<file path="config.mk">
export PLATFORM = sky130hd
export DESIGN_NAME = ex_mem_flag_reg_flat
export DESIGN_NICKNAME = d
export VERILOG_FILES = /design/src/rtl/ex_mem_flag_reg_if.sv /design/src/rtl/ex_mem_flag_reg.sv /design/src/flat_wrapper.sv
export SDC_FILE = /design/constraint.sdc
export NUM_CORES = 1
export LEC_CHECK = 0
export ABC_AREA = 1
export BUFFER_PORTS_ARGS = -buffer_cell sky130_fd_sc_hd__buf_2
export CORE_MARGIN = 5
export CORE_UTILIZATION = 47
export CTS_BUF_LIST = sky130_fd_sc_hd__clkbuf_4
export DETAILED_ROUTE_END_ITERATION = 16
export GPL_TIMING_DRIVEN = 0
export PLACE_DENSITY = 0.82
export SLEW_MARGIN = 20
export SYNTH_ARGS = -nofsm -noshare
export SYNTH_HDL_FRONTEND = slang
export SYNTH_SLANG_ARGS = --single-unit
</file>
<file path="constraint.sdc">
create_clock -name clk -period 1.3 [get_ports clk]
set_clock_uncertainty 0.05 [all_clocks]
set_input_delay 0.065 -clock clk [delete_from_list [all_inputs] [get_ports clk]]
set_output_delay 0.065 -clock clk [all_outputs]
set_load 0.005 [all_outputs]
</file>
<file path="src/rtl/ex_mem_flag_reg_if.sv">
// ex_mem_flag_reg_if: EX->MEM boundary bundle.
// master = upstream/downstream pipeline logic, slave = the EX/MEM register.
interface ex_mem_flag_reg_if #(
   parameter int DW = 16,
   parameter int RW = 4
);
   // pipeline control
   logic          stall;
   logic          flush;
   // EX side
   logic          ex_valid;
   logic [3:0]    ex_op;
   logic [DW-1:0] ex_result;
   logic          ex_ovf;
   logic [RW-1:0] ex_rd;
   logic          ex_we;
   logic          ex_mem_rd;
   logic          ex_mem_wr;
   logic [DW-1:0] ex_store_data;
   // MEM side
   logic          mem_valid;
   logic [DW-1:0] mem_result;
   logic [RW-1:0] mem_rd;
   logic          mem_we;
   logic          mem_mem_rd;
   logic          mem_mem_wr;
   logic [DW-1:0] mem_store_data;
   logic          mem_halt;
   // architectural flags
   logic          flag_z;
   logic          flag_v;
   logic          flag_n;

   modport master (
      output stall, flush, ex_valid, ex_op, ex_result, ex_ovf, ex_rd, ex_we,
             ex_mem_rd, ex_mem_wr, ex_store_data,
      input  mem_valid, mem_result, mem_rd, mem_we, mem_mem_rd, mem_mem_wr,
             mem_store_data, mem_halt, flag_z, flag_v, flag_n
   );

   modport slave (
      input  stall, flush, ex_valid, ex_op, ex_result, ex_ovf, ex_rd, ex_we,
             ex_mem_rd, ex_mem_wr, ex_store_data,
      output mem_valid, mem_result, mem_rd, mem_we, mem_mem_rd, mem_mem_wr,
             mem_store_data, mem_halt, flag_z, flag_v, flag_n
   );
endinterface

</file>
<file path="src/rtl/ex_mem_flag_reg.sv">
// ex_mem_flag_reg: EX->MEM pipeline register that also owns the Z/V/N flags
// and the sticky halt state. Edge priority: flush > stall > capture.
// Optional build macro FLAG_BYPASS_EN: forward the flag values the next
// capture edge will write straight to flag_z/flag_v/flag_n.
module ex_mem_flag_reg #(
   parameter int DW = 16,
   parameter int RW = 4
) (
   input logic               clk,
   input logic               rst_n,
   ex_mem_flag_reg_if.slave  bus
);

   localparam logic [3:0] OP_ADD = 4'b0000;
   localparam logic [3:0] OP_SUB = 4'b0001;
   localparam logic [3:0] OP_XOR = 4'b0010;
   localparam logic [3:0] OP_SLL = 4'b0100;
   localparam logic [3:0] OP_SRA = 4'b0101;
   localparam logic [3:0] OP_ROR = 4'b0110;
   localparam logic [3:0] OP_HLT = 4'b1111;

   typedef enum logic {RUN, HALTED} state_t;

   state_t        state_reg;
   logic          valid_reg;
   logic [DW-1:0] result_reg;
   logic [RW-1:0] rd_reg;
   logic          we_reg;
   logic          mem_rd_reg;
   logic          mem_wr_reg;
   logic [DW-1:0] store_data_reg;
   logic          halt_reg;
   logic          z_reg;
   logic          v_reg;
   logic          n_reg;

   logic          accept;      // capture edge would take a real instruction
   logic          op_zvn;      // op writes Z, V and N
   logic          op_z;        // op writes Z only
   logic          flag_upd;    // next edge writes the flags
   logic          z_next;
   logic          v_next;
   logic          n_next;

   // Decode the flag behaviour of the incoming op and the would-be flag values.
   always_comb begin
      accept   = bus.ex_valid && (state_reg == RUN);
      op_zvn   = (bus.ex_op == OP_ADD) || (bus.ex_op == OP_SUB);
      op_z     = (bus.ex_op == OP_XOR) || (bus.ex_op == OP_SLL) ||
                 (bus.ex_op == OP_SRA) || (bus.ex_op == OP_ROR);
      flag_upd = accept && !bus.stall && !bus.flush && (op_zvn || op_z);
      z_next   = z_reg;
      v_next   = v_reg;
      n_next   = n_reg;
      if (op_zvn || op_z) begin
         z_next = (bus.ex_result == '0);
      end
      if (op_zvn) begin
         v_next = bus.ex_ovf;
         n_next = bus.ex_result[DW-1];
      end
   end

   // Pipeline register, flag register and halt FSM.
   always_ff @(posedge clk or negedge rst_n) begin
      if (!rst_n) begin
         state_reg      <= RUN;
         valid_reg      <= 1'b0;
         result_reg     <= '0;
         rd_reg         <= '0;
         we_reg         <= 1'b0;
         mem_rd_reg     <= 1'b0;
         mem_wr_reg     <= 1'b0;
         store_data_reg <= '0;
         halt_reg       <= 1'b0;
         z_reg          <= 1'b0;
         v_reg          <= 1'b0;
         n_reg          <= 1'b0;
      end else if (bus.flush) begin
         // Bubble: kill valid and side-effecting controls; data is don't-care.
         valid_reg      <= 1'b0;
         we_reg         <= 1'b0;
         mem_rd_reg     <= 1'b0;
         mem_wr_reg     <= 1'b0;
         result_reg     <= bus.ex_result;
         rd_reg         <= bus.ex_rd;
         store_data_reg <= bus.ex_store_data;
      end else if (!bus.stall) begin
         valid_reg      <= accept;
         result_reg     <= bus.ex_result;
         rd_reg         <= bus.ex_rd;
         store_data_reg <= bus.ex_store_data;
         we_reg         <= bus.ex_we && accept;
         mem_rd_reg     <= bus.ex_mem_rd && accept;
         mem_wr_reg     <= bus.ex_mem_wr && accept;
         if (flag_upd) begin
            z_reg <= z_next;
            v_reg <= v_next;
            n_reg <= n_next;
         end
         if (accept && (bus.ex_op == OP_HLT)) begin
            state_reg <= HALTED;
            halt_reg  <= 1'b1;
         end
      end
   end

   assign bus.mem_valid      = valid_reg;
   assign bus.mem_result     = result_reg;
   assign bus.mem_rd         = rd_reg;
   assign bus.mem_we         = we_reg;
   assign bus.mem_mem_rd     = mem_rd_reg;
   assign bus.mem_mem_wr     = mem_wr_reg;
   assign bus.mem_store_data = store_data_reg;
   assign bus.mem_halt       = halt_reg;

`ifdef FLAG_BYPASS_EN
   // Forward the pending flag write so a trailing branch needs no bubble.
   assign bus.flag_z = flag_upd ? z_next : z_reg;
   assign bus.flag_v = flag_upd ? v_next : v_reg;
   assign bus.flag_n = flag_upd ? n_next : n_reg;
`else
   assign bus.flag_z = z_reg;
   assign bus.flag_v = v_reg;
   assign bus.flag_n = n_reg;
`endif

endmodule

</file>
<file path="src/flat_wrapper.sv">
// flat-port wrapper written by rule: the top's interface ports become plain ports
module ex_mem_flag_reg_flat 
#(
   parameter int DW = 16,
   parameter int RW = 4
)
  (clk, rst_n, bus_stall, bus_flush, bus_ex_valid, bus_ex_op, bus_ex_result, bus_ex_ovf, bus_ex_rd, bus_ex_we, bus_ex_mem_rd, bus_ex_mem_wr, bus_ex_store_data, bus_mem_valid, bus_mem_result, bus_mem_rd, bus_mem_we, bus_mem_mem_rd, bus_mem_mem_wr, bus_mem_store_data, bus_mem_halt, bus_flag_z, bus_flag_v, bus_flag_n);
  ex_mem_flag_reg_if #(.DW(DW), .RW(RW)) bus_i ();
  input logic clk;
  input logic rst_n;
  input wire logic [$bits(bus_i.stall)-1:0] bus_stall;
  input wire logic [$bits(bus_i.flush)-1:0] bus_flush;
  input wire logic [$bits(bus_i.ex_valid)-1:0] bus_ex_valid;
  input wire logic [$bits(bus_i.ex_op)-1:0] bus_ex_op;
  input wire logic [$bits(bus_i.ex_result)-1:0] bus_ex_result;
  input wire logic [$bits(bus_i.ex_ovf)-1:0] bus_ex_ovf;
  input wire logic [$bits(bus_i.ex_rd)-1:0] bus_ex_rd;
  input wire logic [$bits(bus_i.ex_we)-1:0] bus_ex_we;
  input wire logic [$bits(bus_i.ex_mem_rd)-1:0] bus_ex_mem_rd;
  input wire logic [$bits(bus_i.ex_mem_wr)-1:0] bus_ex_mem_wr;
  input wire logic [$bits(bus_i.ex_store_data)-1:0] bus_ex_store_data;
  output wire logic [$bits(bus_i.mem_valid)-1:0] bus_mem_valid;
  output wire logic [$bits(bus_i.mem_result)-1:0] bus_mem_result;
  output wire logic [$bits(bus_i.mem_rd)-1:0] bus_mem_rd;
  output wire logic [$bits(bus_i.mem_we)-1:0] bus_mem_we;
  output wire logic [$bits(bus_i.mem_mem_rd)-1:0] bus_mem_mem_rd;
  output wire logic [$bits(bus_i.mem_mem_wr)-1:0] bus_mem_mem_wr;
  output wire logic [$bits(bus_i.mem_store_data)-1:0] bus_mem_store_data;
  output wire logic [$bits(bus_i.mem_halt)-1:0] bus_mem_halt;
  output wire logic [$bits(bus_i.flag_z)-1:0] bus_flag_z;
  output wire logic [$bits(bus_i.flag_v)-1:0] bus_flag_v;
  output wire logic [$bits(bus_i.flag_n)-1:0] bus_flag_n;
  assign bus_i.stall = bus_stall;
  assign bus_i.flush = bus_flush;
  assign bus_i.ex_valid = bus_ex_valid;
  assign bus_i.ex_op = bus_ex_op;
  assign bus_i.ex_result = bus_ex_result;
  assign bus_i.ex_ovf = bus_ex_ovf;
  assign bus_i.ex_rd = bus_ex_rd;
  assign bus_i.ex_we = bus_ex_we;
  assign bus_i.ex_mem_rd = bus_ex_mem_rd;
  assign bus_i.ex_mem_wr = bus_ex_mem_wr;
  assign bus_i.ex_store_data = bus_ex_store_data;
  assign bus_mem_valid = bus_i.mem_valid;
  assign bus_mem_result = bus_i.mem_result;
  assign bus_mem_rd = bus_i.mem_rd;
  assign bus_mem_we = bus_i.mem_we;
  assign bus_mem_mem_rd = bus_i.mem_mem_rd;
  assign bus_mem_mem_wr = bus_i.mem_mem_wr;
  assign bus_mem_store_data = bus_i.mem_store_data;
  assign bus_mem_halt = bus_i.mem_halt;
  assign bus_flag_z = bus_i.flag_z;
  assign bus_flag_v = bus_i.flag_v;
  assign bus_flag_n = bus_i.flag_n;
  ex_mem_flag_reg #(.DW(DW), .RW(RW)) u_core (.clk(clk), .rst_n(rst_n), .bus(bus_i));
endmodule
</file>
==> impl_metrics.csv <==
group,metric,value,unit
run_status,status,"complete, no violations",
worst_setup_path,path_delay_family,"buffers and inverters",
worst_setup_path,crit_required,1.53,ns
placed_design,io_buffers,91,
detailed_routing,drt_iter0_markers,145,
finish,n_fill_cell,250,
synth,synth_top_area_cell,"dfrtp_1",
sta,fin_setup_tns,0,ns
pwr,p_leak,1.66,nW
synth,synth_cell_types,17,
worst_setup_path,critPathLaunchType,"primary input",
detailed_routing,wl_met1,2260,um
worst_setup_path,r2r_end,"u_core.bus.flag_v$_DFFE_PN0P_",
pwr,pwr_density_cell,1000,nW/um2
sta,setup_viol,0,
floorplan,dieArea,5320,um2
sta,period_needed,1.26,ns
finish,diodes,0,
clocking,tritoncts,"built",
grt,grt_usage,21.7,%
placed_design,dp_slack,0.211,ns
hold_path,whs_path_depth,5,
synth,synth_seq_area_share,59.2,%
detailed_routing,top_layer,"met4",
hold_path,worstHoldEndpoint,"u_core.bus.mem_result[0]$_DFFE_PN0P_",
sta,rsz0062_at_grt,"no",
finish,final_nets,410,
synth,synth_area_leaders,"dfrtp_1 (59%), nand2_1 (18%), nand3_1 (12%)",
grt,antenna_found_initial,0,
floorplan,ios,93,
worst_setup_path,critPathKind,"in2reg",
sta,worst_slack,0.0445,ns
worst_setup_path,crit_path_max_incr_delay,0.56,ns
detailed_routing,dr_wl_met2,2840,um
clocking,cts_sinks,44,
worst_setup_path,r2r_cells,6,
flow_run,cap_viol_max_count,0,
grt,first_global_vias,1909,
synth,synthCells,211,
hold_path,hold_path_startpoint,"bus_flush",
worst_setup_path,cp_slowest_cell,"dlygate4sd3_1",
floorplan,coreArea,3740,um2
clocking,worstSkewPairLatency,0.34,ns
worst_setup_path,cp_cell_sequence,"dlygate4sd3_1, buf_2, nand4_1, dlygate4sd3_1, o21bai_1",
synth,syn_avg_cell_area,8.82,um2
detailed_routing,via_count,1954,
grt,grt_pass1_wl,8910,um
clocking,cts_root_buf,"clkbuf_4",
floorplan,die_x,72.9,um
finish,fin_cells,410,
synth,syn-num-nets,260,
worst_setup_path,r2r_start,"u_core.bus.mem_halt$_DFFE_PN0P_",
sta,finalHoldViolCount,0,
synth,ys_ff_latch,44,
finish,final_area,2990,um2
floorplan,die_h,72.9,um
grt,grt_max_degree,45,
clocking,path_clk_slew,0.13,ns
pwr,peakVddDrop,780,uV
worst_setup_path,r2r_slack,0.19,ns
finish,drive_gt1_share,32.6,%
worst_setup_path,crit_buf_inv,3,
detailed_routing,drc_errors,0,
placed_design,dp_cells,350,
hold_path,min_path_type,"in2reg",
synth,syn-cell-area,1860,um2
sta,fmax,796,MHz
finish,area_growth,60.5,%
floorplan,initial_utilization,49.7,%
clocking,cts_buffers,5,
placed_design,place_area,2380,um2
worst_setup_path,critical_path.max_fanout,3,
clocking,htreeDepth,2,
sta,finalCritPeriodShare,96.6,%
placed_design,gp_congestion,0.752,
placed_design,post-dp-hpwl,3280,um
synth,yosysTopAreaCellShare,59.2,%
worst_setup_path,end_kind,"register",
detailed_routing,antenna_left,0,
sta,slew_viol_final,0,
detailed_routing,wl,5530,um
worst_setup_path,cp.arrival,1.49,ns
clocking,cts_buffer_depth,2,
sta,worst_slew_pin_slew,0.929,ns
detailed_routing,routed-wl-met3,400,um
detailed_routing,drt_first_pass_iters,4,
sta,slew-limit-headroom,38.1,%
worst_setup_path,cpMostUsedCell,"dlygate4sd3_1",
detailed_routing,avgRoutedWirePerCell,13.5,um
detailed_routing,viasPerCell,4.77,
sta,holdWs,0.0553,ns
grt,grt-ovfl-total,0,
floorplan,rows,22,
synth,yosys_warnings,0,
worst min-delay path: stages:
cell and delay (ns):
buf_2 0.09, inv_2 0.07, nand2_8 0.10, nand2_1 0.05
nand2_1 0.05
cell families (layout without fill, tap and decap cells):
logic type,Yosys count,in the layout,synth area share (%)
compound gates,3,3,1.08
buf+inv,15,166,5.24
flops,44,44,59.2
simple gates,149,149,34.5
what timing repair did:
| item | in CTS | in global routing |
|---|---|---|
| hold buffers | 51 | 0 |
| resized for setup | 0 | 2 |
| hold endpoints to repair | 87 | 0 |
| setup endpoints to repair | 0 | 3 |
| buffers inserted | 0 | 1 |
cells in the mapped netlist, drive strengths merged:
cell type  count
o21bai         1
nand4          1
a21o           1
nand2         91
nand3         43
nor3           1
nor2          13
clkinv         1
o21ai          1
inv            2
buf           12
dfrtp         44
final cells by class:
type | instances | area [um2] | share of cell area [%]
multi-input combinational | 152 | 671 | 22.5
tap | 48 | 60.1 | 2.01
sequential | 44 | 1100 | 36.9
clock inverter | 2 | 35.0 | 1.17
inverter | 3 | 12.5 | 0.419
clock buffer | 6 | 45.0 | 1.51
buffer | 12 | 85.1 | 2.85
timing repair buffer | 143 | 976 | 32.7
power breakdown:
group          internal, mW  switching (mW)  leakage [nW]
combinational         0.318           0.280          1.08
sequential             1.48          0.0661         0.537
clock                 0.424           0.418        0.0456
metrics by stage:
stage / total power [mW] / util (%)
final: 2.99 / 79.7
after global routing: 3.15 / 79.7
after CTS: 2.99 / 79.2
after detailed placement: 2.04 / 63.5
after global placement: 2.03 / 63.5
after floorplan: 1.77 / -
worst max path at each step:
stage                               startpoint                              endpoint  cells past startpoint
2_1_floorplan  u_core.bus.mem_halt$_DFFE_PN0P_         u_core.bus.flag_n$_DFFE_PN0P_                      6
3_3_place_gp   u_core.bus.mem_halt$_DFFE_PN0P_         u_core.bus.flag_n$_DFFE_PN0P_                      6
3_5_place_dp   u_core.bus.mem_halt$_DFFE_PN0P_         u_core.bus.flag_v$_DFFE_PN0P_                      6
4_1_cts                              bus_stall  u_core.bus.mem_result[2]$_DFFE_PN0P_                      6
5_1_grt                           bus_ex_op[3]       u_core.bus.mem_halt$_DFFE_PN0P_                      5
6_report                          bus_ex_op[3]       u_core.bus.mem_halt$_DFFE_PN0P_                      5
cell usage in the layout, fill, tap and decap left out:
| cell | Yosys | final |
|---|---|---|
| inv_2 | 1 | 1 |
| clkbuf_4 | 0 | 6 |
| nor3_1 | 1 | 1 |
| nor2_4 | 1 | 1 |
| nand2_8 | 0 | 1 |
| dlymetal6s4s_1 | 0 | 1 |
| buf_2 | 8 | 99 |
| buf_4 | 0 | 1 |
| nand2_1 | 88 | 88 |
| nand4_1 | 1 | 1 |
| o21bai_1 | 1 | 1 |
| dfrtp_1 | 44 | 44 |
| clkinv_2 | 1 | 2 |
| buf_6 | 4 | 4 |
| nor2_1 | 12 | 12 |
| inv_1 | 1 | 1 |
| nand2_4 | 2 | 1 |
| nand2_2 | 1 | 1 |
| bufinv_16 | 0 | 1 |
| o21ai_0 | 1 | 1 |
| a21o_1 | 1 | 1 |
| dlygate4sd3_1 | 0 | 50 |
| nand3_1 | 43 | 43 |
metal layers:
layer	up-vias	track usage (%)
li1	977	-
met1	892	27.2
met2	79	38.4
met3	6	4.96
met4	0	4.30
met5	-	0
Note: power is estimated with default switching activity, not from simulation.
